==> config.mk <==
export PLATFORM = sky130hd
export DESIGN_NAME = bcd_serial_adder
export DESIGN_NICKNAME = d
export VERILOG_FILES = /design/src/rtl/bcd_pkg.sv /design/src/rtl/bcd_adder.sv /design/src/rtl/bcd_serial_adder.sv
export SDC_FILE = /design/constraint.sdc
export NUM_CORES = 1
export LEC_CHECK = 0
export CAP_MARGIN = 20
export CORE_MARGIN = 5
export CORE_UTILIZATION = 52
export CTS_CLUSTER_DIAMETER = 120
export DETAILED_ROUTE_END_ITERATION = 10
export PLACE_DENSITY = 0.85
export SYNTH_ARGS = -nofsm -noshare
export SYNTH_HDL_FRONTEND = slang
export SYNTH_HIERARCHICAL = 1
export SYNTH_SLANG_ARGS = --single-unit
==> constraint.sdc <==
create_clock -name clk -period 4.9 [get_ports clk]
set_input_delay 0.98 -clock clk [delete_from_list [all_inputs] [get_ports clk]]
set_output_delay 0.98 -clock clk [all_outputs]
set_load 0.02 [all_outputs]
==> src/rtl/bcd_pkg.sv <==
// Shared BCD definitions: digit width, controller state encoding and a
// digit-validity helper used by the serial adder.
package bcd_pkg;

    localparam int BCD_W = 4;

    typedef enum logic [1:0] {
        IDLE = 2'd0,
        ADD  = 2'd1,
        DONE = 2'd2
    } state_t;

    function automatic logic is_bcd(input logic [BCD_W-1:0] nib);
        return nib <= 4'd9;
    endfunction

endpackage

==> src/rtl/bcd_adder.sv <==
// Single-digit BCD adder: a + b + cin, producing a decimal digit and carry.
module bcd_adder
    import bcd_pkg::*;
(
    input  logic [BCD_W-1:0] a,
    input  logic [BCD_W-1:0] b,
    input  logic             cin,
    output logic [BCD_W-1:0] sum,
    output logic             cout
);

    logic [BCD_W:0] raw;

    // Maximum raw value is 9+9+1=19, so one conditional subtract of ten suffices.
    assign raw  = {1'b0, a} + {1'b0, b} + {{BCD_W{1'b0}}, cin};
    assign cout = (raw >= 5'd10);
    assign sum  = cout ? BCD_W'(raw - 5'd10) : raw[BCD_W-1:0];

endmodule

==> src/rtl/bcd_serial_adder.sv <==
// Digit-serial multi-digit BCD adder: feeds one digit pair per clock, LSD
// first, into a bcd_adder and ripples the carry through a register.
module bcd_serial_adder
    import bcd_pkg::*;
#(
    parameter int DIGITS = 4
) (
    input  logic                    clk,
    input  logic                    rst_n,
    input  logic                    start,
    input  logic [BCD_W*DIGITS-1:0] op_a,
    input  logic [BCD_W*DIGITS-1:0] op_b,
    input  logic                    cin,
    output logic                    busy,
    output logic                    done,
    output logic [BCD_W*DIGITS-1:0] sum,
    output logic                    cout,
    output logic                    err
);

    localparam int W  = BCD_W * DIGITS;
    localparam int IW = (DIGITS > 1) ? $clog2(DIGITS) : 1;
    localparam logic [IW-1:0] LAST = IW'(DIGITS - 1);

    state_t              state, state_nx;
    logic [W-1:0]        a_q, b_q;
    logic                carry;
    logic [IW-1:0]       idx;
    logic                ops_ok;
    logic [BCD_W-1:0]    a_dig, b_dig, ad_sum;
    logic                ad_cout;

    always_comb begin
        ops_ok = 1'b1;
        for (int i = 0; i < DIGITS; i++) begin
            if (!is_bcd(op_a[i*BCD_W +: BCD_W]) || !is_bcd(op_b[i*BCD_W +: BCD_W]))
                ops_ok = 1'b0;
        end
    end

    // Digit select from the latched operands; idx never leaves 0..DIGITS-1.
    always_comb begin
        a_dig = '0;
        b_dig = '0;
        for (int i = 0; i < DIGITS; i++) begin
            if (idx == IW'(i)) begin
                a_dig = a_q[i*BCD_W +: BCD_W];
                b_dig = b_q[i*BCD_W +: BCD_W];
            end
        end
    end

    bcd_adder u_digit (
        .a    (a_dig),
        .b    (b_dig),
        .cin  (carry),
        .sum  (ad_sum),
        .cout (ad_cout)
    );

    always_ff @(posedge clk or negedge rst_n) begin
        if (!rst_n) state <= IDLE;
        else        state <= state_nx;
    end

    always_comb begin
        state_nx = state;
        case (state)
            IDLE:    if (start) state_nx = ops_ok ? ADD : DONE;
            ADD:     if (idx == LAST) state_nx = DONE;
            DONE:    state_nx = IDLE;
            default: state_nx = IDLE;
        endcase
    end

    assign busy = (state == ADD);
    assign done = (state == DONE);

    always_ff @(posedge clk or negedge rst_n) begin
        if (!rst_n) begin
            a_q   <= '0;
            b_q   <= '0;
            carry <= 1'b0;
            idx   <= '0;
            sum   <= '0;
            cout  <= 1'b0;
            err   <= 1'b0;
        end else begin
            case (state)
                IDLE: begin
                    if (start) begin
                        a_q   <= op_a;
                        b_q   <= op_b;
                        carry <= cin;
                        idx   <= '0;
                        sum   <= '0;
                        cout  <= 1'b0;
                        err   <= !ops_ok;
                    end
                end
                ADD: begin
                    for (int i = 0; i < DIGITS; i++) begin
                        if (idx == IW'(i)) sum[i*BCD_W +: BCD_W] <= ad_sum;
                    end
                    carry <= ad_cout;
                    if (idx == LAST) begin
                        cout <= ad_cout;
                        idx  <= '0;
                    end else begin
                        idx <= idx + 1'b1;
                    end
                end
                default: ;
            endcase
        end
    end

endmodule

**Word level (Yosys, flattened, before mapping)**

Cells that the tools add are included.

- Add/sub/neg operators: 4
- Mux-type cells: 31
- Reductions and logical operators: 23
- Equality and inequality tests: 10
- Shift-type cells: 0
- $mul: 0
- Divide/modulo/power cells: 0
- Order comparisons: 9
- Bitwise operators: 0

Operators by type and width:

| kind | count |
|---|---|
| 4-bit 2-to-1 mux | 13 |
| 4-bit <= comparator, second input constant | 8 |
| 16-bit one-hot mux with 2 select lines | 1 |
| 16-bit 2-to-1 mux | 1 |
| 3-bit AND reduction | 4 |
| 2-bit 2-to-1 mux | 5 |
| 1-bit zero test | 9 |
| 2-bit by 1-bit != test with 1-bit output, second input constant | 4 |
| 2-bit one-hot mux with 2 select lines | 2 |
| 1-bit 2-to-1 mux | 7 |
| 2-bit == test, second input constant | 3 |
| 2-bit AND reduction | 3 |
| 4-bit by 4-bit adder with 5-bit output | 1 |
| 5-bit by 1-bit adder with 5-bit output | 1 |
| 5-bit by 4-bit >= comparator with 1-bit output, second input constant | 1 |
| 2-bit by 1-bit == test with 1-bit output, second input constant | 2 |
| 2-bit zero test | 2 |
| 1-bit logical OR | 4 |
| 1-bit one-hot mux with 2 select lines | 2 |
| 4-bit subtractor, second input constant | 1 |
| 2-bit by 1-bit adder with 2-bit output, second input constant | 1 |
| 2-bit != test, second input constant | 1 |
| 2-bit nonzero test | 1 |

- Bits in writable memories: 0
- Bits in registers: 55
- Output and inout port bits: 20
- Bits in read-only memories: 0
- Bits in latches: 0
- Memories kept: 0

**Depth between registers and ports, before layout**

- Depth in word-level cells: 11
- Mapped depth: 18
- Gate-level depth less buffers: 16

**By module**

Netlist, hierarchy kept.

By module, submodules not included:

| module | instances | area an instance (µm²) | cells an instance |
|---|---|---|---|
| bcd_serial_adder | 1 | 2588.7 | 214 |
| bcd_adder | 1 | 341.6 | 43 |

**Least setup slack after synthesis**

Ideal clock, no wire load.

- Path type: flip-flop to flip-flop
- From: register idx[0]
- To: register sum[3]
- Required time: 4.834 ns
- Arrival time: 3.874 ns
- Buffers on the path: 2
- Cell stages (with the launch flop): 19
- Slack: 0.961 ns
- Cells stage by stage: dfrtp_1 inv_1 ha_1 buf_2 inv_1 clkbuf_1 nor2_1 o31ai_1 inv_1 fa_1 fa_1 xor2_1 ha_1 or3b_2 a21oi_1 nand2_1 o21ai_0 a22o_1 a22o_1

- Cells in the longest elaborated chain, start to end: 11
- Elaborated cells between the ends (all ways): 21

RTL lines:

| item | RTL line | RTL |
|---|---|---|
| start, declared | bcd_serial_adder.sv:28 | `logic [IW-1:0] idx;` |
| start signal, assigned | bcd_serial_adder.sv:110 | `idx <= idx + 1'b1;` |
| 2-bit zero test | bcd_serial_adder.sv:46 | `if (idx == IW'(i)) begin` |
| 4-bit 2-to-1 mux (3 in series) | bcd_serial_adder.sv:46 |  |
| 4-bit 2-to-1 mux * | bcd_serial_adder.sv:46 |  |
| via a_dig[0] | bcd_serial_adder.sv:30 | `logic [BCD_W-1:0] a_dig, b_dig, ad_sum;` |
| 4-bit by 4-bit adder with 5-bit output * | bcd_adder.sv:15 | `assign raw = {1'b0, a} + {1'b0, b} + {{BCD_W{1'b0}}, cin};` |
| 5-bit by 1-bit adder with 5-bit output * | bcd_adder.sv:15 |  |
| 4-bit subtractor or 5-bit by 4-bit >= comparator with 1-bit output (tied branches) | bcd_adder.sv:17, bcd_adder.sv:16 |  |
| 4-bit 2-to-1 mux * | bcd_adder.sv:17 | `assign sum = cout ? BCD_W'(raw - 5'd10) : raw[BCD_W-1:0];` |
| via ad_sum[3] | bcd_serial_adder.sv:30 |  |
| 4-bit 2-to-1 mux * | bcd_serial_adder.sv:103 | `if (idx == IW'(i)) sum[i*BCD_W +: BCD_W] <= ad_sum;` |
| 16-bit one-hot mux with 2 select lines * | bcd_serial_adder.sv:89 | `case (state)` |
| end signal, assigned by index | bcd_serial_adder.sv:103 |  |
| end, declared | bcd_serial_adder.sv:16 | `output logic [BCD_W*DIGITS-1:0] sum,` |

Mark *: on every way through the listed nets, which the timed path passes. The rest lies on a longest branch. The select of a mux whose other input is x is not followed.
A chain may end at the register's enable or synchronous reset.

**Worst setup path in the final report**

- From: register idx[1]
- To: register sum[3]

- Cells in the longest elaborated chain, start to end: 11
- Elaborated cells between the ends (all ways): 21

RTL lines:

| item | RTL line |
|---|---|
| 2-bit zero test | bcd_serial_adder.sv:46 |
| 4-bit 2-to-1 mux (3 in series) | bcd_serial_adder.sv:46 |
| 4-bit 2-to-1 mux * | bcd_serial_adder.sv:46 |
| via b_dig[0] | bcd_serial_adder.sv:30 |
| 4-bit by 4-bit adder with 5-bit output * | bcd_adder.sv:15 |
| 5-bit by 1-bit adder with 5-bit output * | bcd_adder.sv:15 |
| 4-bit subtractor or 5-bit by 4-bit >= comparator with 1-bit output (tied branches) | bcd_adder.sv:17, bcd_adder.sv:16 |
| 4-bit 2-to-1 mux * | bcd_adder.sv:17 |
| via ad_sum[3] | bcd_serial_adder.sv:30 |
| 4-bit 2-to-1 mux * | bcd_serial_adder.sv:103 |
| 16-bit one-hot mux with 2 select lines * | bcd_serial_adder.sv:89 |

Marked as above.

==> reports/metrics.cfg <==
[sta]
drv_slew=0
hold_viol=0
clock.fmax_mhz=229.2
fin_skew_ns=0.01117
period_share_pct=89.03
worst_pin_slew_ns=0.7917
layout_min_cycle_time_ns=4.362
tns_ns=0
slew_headroom_pct=47.22
rsz0062_at_grt=no
setup_viol=0

[clock_network]
cts_sinks=55
cts-root-buf=clkbuf_8
cts_buffer_depth=2
post_cts.repair.setup_buffers=0
cts_resized=0
path_clk_slew_ns=0.10
cts_hold_buf=0
cts_tree=yes
clk_latency_ns=0.31
cts_made_buffers=5
htree_num_levels=2

[die]
coreArea_mm2=0.005507
die_height_um=85.07
dieArea_mm2=0.007237
fp-row-count=27
ios=56
die_w_um=85.07
initial_core_util_pct=53.22

[grt]
grt_pass1_wl_mm=10.95
grt.overflow.total=0
grt_usage_pct=18.76
grt_pass1_vias=2235
grt_antenna_before_repair=0
grt_max_degree=56

[place]
numPortBuffers=55
hpwl_mm=5.158
gp_congestion=0.8427

[detailed_routing]
dr.pass1.iters=4
first_iter_violations=151
drc=0
wire_per_inst_um=17.71
viasPerCell=5.976
vias=2283
ant_nets=0
wirelength_mm=6.764

[power_and_ir_drop]
max-vdd-ir-drop_mv=0.2385
p_leak_nw=1.516
p_total_mw=1.390
powerDensity_mw_per_mm2=386.7

[final_layout]
area_growth_pct=22.67
drive_gt1_share_pct=15.16
nNetsFinal=355
antenna_cells=0

[logic_synthesis]
syn_inst=257
ys_async_sr_fraction_pct=100.0
syn_area_per_cell_um2=11.40
synth_edf_count=0
ys_seq_elements=55
synth_fp_nets=303
synthFlopType=dfrtp_1
syn_area_mm2=0.002930
ys_seq_area_share_pct=46.97
synth_top_area_share_pct=46.97
yosysWarnings=6
synth_top_cell_by_area=dfrtp_1
synthTopCellsByCount=55 x dfrtp_1, 30 x mux2_2, 25 x a22o_1, 18 x inv_1, 18 x o21ai_0
ys_types=40
synth.most_common_cell=dfrtp_1
yosys-top-cells-area=dfrtp_1 47%, mux2_2 12%, a22o_1 7.5%

[setup_path]
critPathLaunchType=register
crit_path_max_incr_delay_ns=0.45
worstPathMaxFanout=12
cp_slowest_cell=fa_1
path_class=register to register
path_cells=inv_1, ha_1, nor2b_1, a221oi_1, o31ai_1, inv_1, fa_1, fa_1, xor2_1, ha_1, or3b_2, a21oi_1, nand2_1, o21ai_0, a22o_1, a22o_1
critPathArrivalTime_ns=4.61
cp-end-kind=register
cp.required_ns=5.15

[outcome]
status=finished clean

[worst_hold_path]
hp-class=register to register

[job]
cap_violations=0

## worst max-delay path: cells and delay by family, from the launching register on
kind                       cells  cell delay [ns]
AOI/OAI and AO/OA              6             1.10
xor gates and xnor gates       1             0.21
adders and majority gates      4             1.47
buffers and inverters          2             0.17
DFF                            1             0.40
and+or+nand+nor                3             0.96
## registers in the layout, indices dropped and copies added, names as in the netlist
register,flops
sum,16
state,2
err,1
cout,1
a_q,16
idx,2
carry,1
b_q,16
## where the power goes
part           total, mW  switching (mW)  internal (mW)
clock network      0.249           0.149         0.0998
registers          0.549          0.0408          0.508
logic              0.592           0.328          0.264
## path summary, 6_finish.rpt
kind,startpoint,end,slack [ns],cells after the start
max,idx[1]$_DFFE_PN0P_,sum[3]$_DFFE_PN0P_,0.54,16
min,cout$_DFFE_PN0P_,cout$_DFFE_PN0P_,0.51,2
max reg2reg,idx[1]$_DFFE_PN0P_,sum[3]$_DFFE_PN0P_,0.54,16
min reg2reg,cout$_DFFE_PN0P_,cout$_DFFE_PN0P_,0.51,2
max in group asynchronous,rst_n,b_q[12]$_DFFE_PN0P_,3.66,2
min in group asynchronous,rst_n,sum[5]$_DFFE_PN0P_,0.78,2
## logic make-up (layout without fill, tap and decap cells)
logic type               after synthesis  after routing  synth area share [%]
flip-flops                            55             55                 46.97
AND/OR/NAND/NOR                       49             49                 9.308
XOR/XNOR                               2              2                0.5979
buffers and inverters                 31             84                 5.123
adder cells (fa/ha/maj)               10             10                 4.782
multiplexers                          33             33                 12.64
AO/OA/AOI/OAI                         77             77                 20.58
## cells in the final DEF, fill, tap and decap left out, drive strengths merged, types with 2 or more instances in the layout
cell type      netlist  final
mux2                32     32
o21ai               18     18
nor2b               10     10
xor2                 2      2
and4                 2      2
clkdlybuf4s50        0     54
inv                 18     18
nor2                 9      9
nand4                5      5
o311ai               2      2
a21o                 2      2
clkbuf               6      5
a31oi                3      3
o41ai                2      2
ha                   8      8
nand2               16     16
a311oi               2      2
buf                  7      4
o31ai                7      7
clkinvlp             0      2
a221oi               7      7
a21oi                2      2
a22o                25     25
dfrtp               55     55
fa                   2      2
## routing by layer
| metal | up-vias | GRT usage (%) | share of wire, % |
|---|---|---|---|
| li1 | 1058 | - | - |
| met1 | 1132 | 24.26 | 43 |
| met2 | 86 | 32.06 | 50 |
| met3 | 7 | 4.078 | 6.3 |
| met4 | 0 | 4.460 | 0.89 |
| met5 | - | 0 | 0 |
## area by class of cell
cell class              count  area (um^2)
repair buffers             58        568.0
clock inverters             3        20.02
fillers                   446         1912
inverters                  18        67.56
flip-flops and latches     55         1376
well taps                  72        90.09
clock buffers               5        68.82
multi-input cells         171         1404
## per-stage QoR
stage          area [um^2]  utilization [%]  setup WS, ns  std cells  hold WS, ns
2_1_floorplan         2930                -        0.9606        257       0.4592
3_3_place_gp          3498            63.53        0.7691        373       0.4873
3_5_place_dp          3498            63.53        0.6003        373       0.4932
4_1_cts               3587            65.14        0.5862        381       0.5160
5_1_grt               3595            65.28        0.1750        382       0.5229
6_report              3595            65.28        0.5377        382       0.5117
Note: power is estimated with default switching activity, not from simulation.
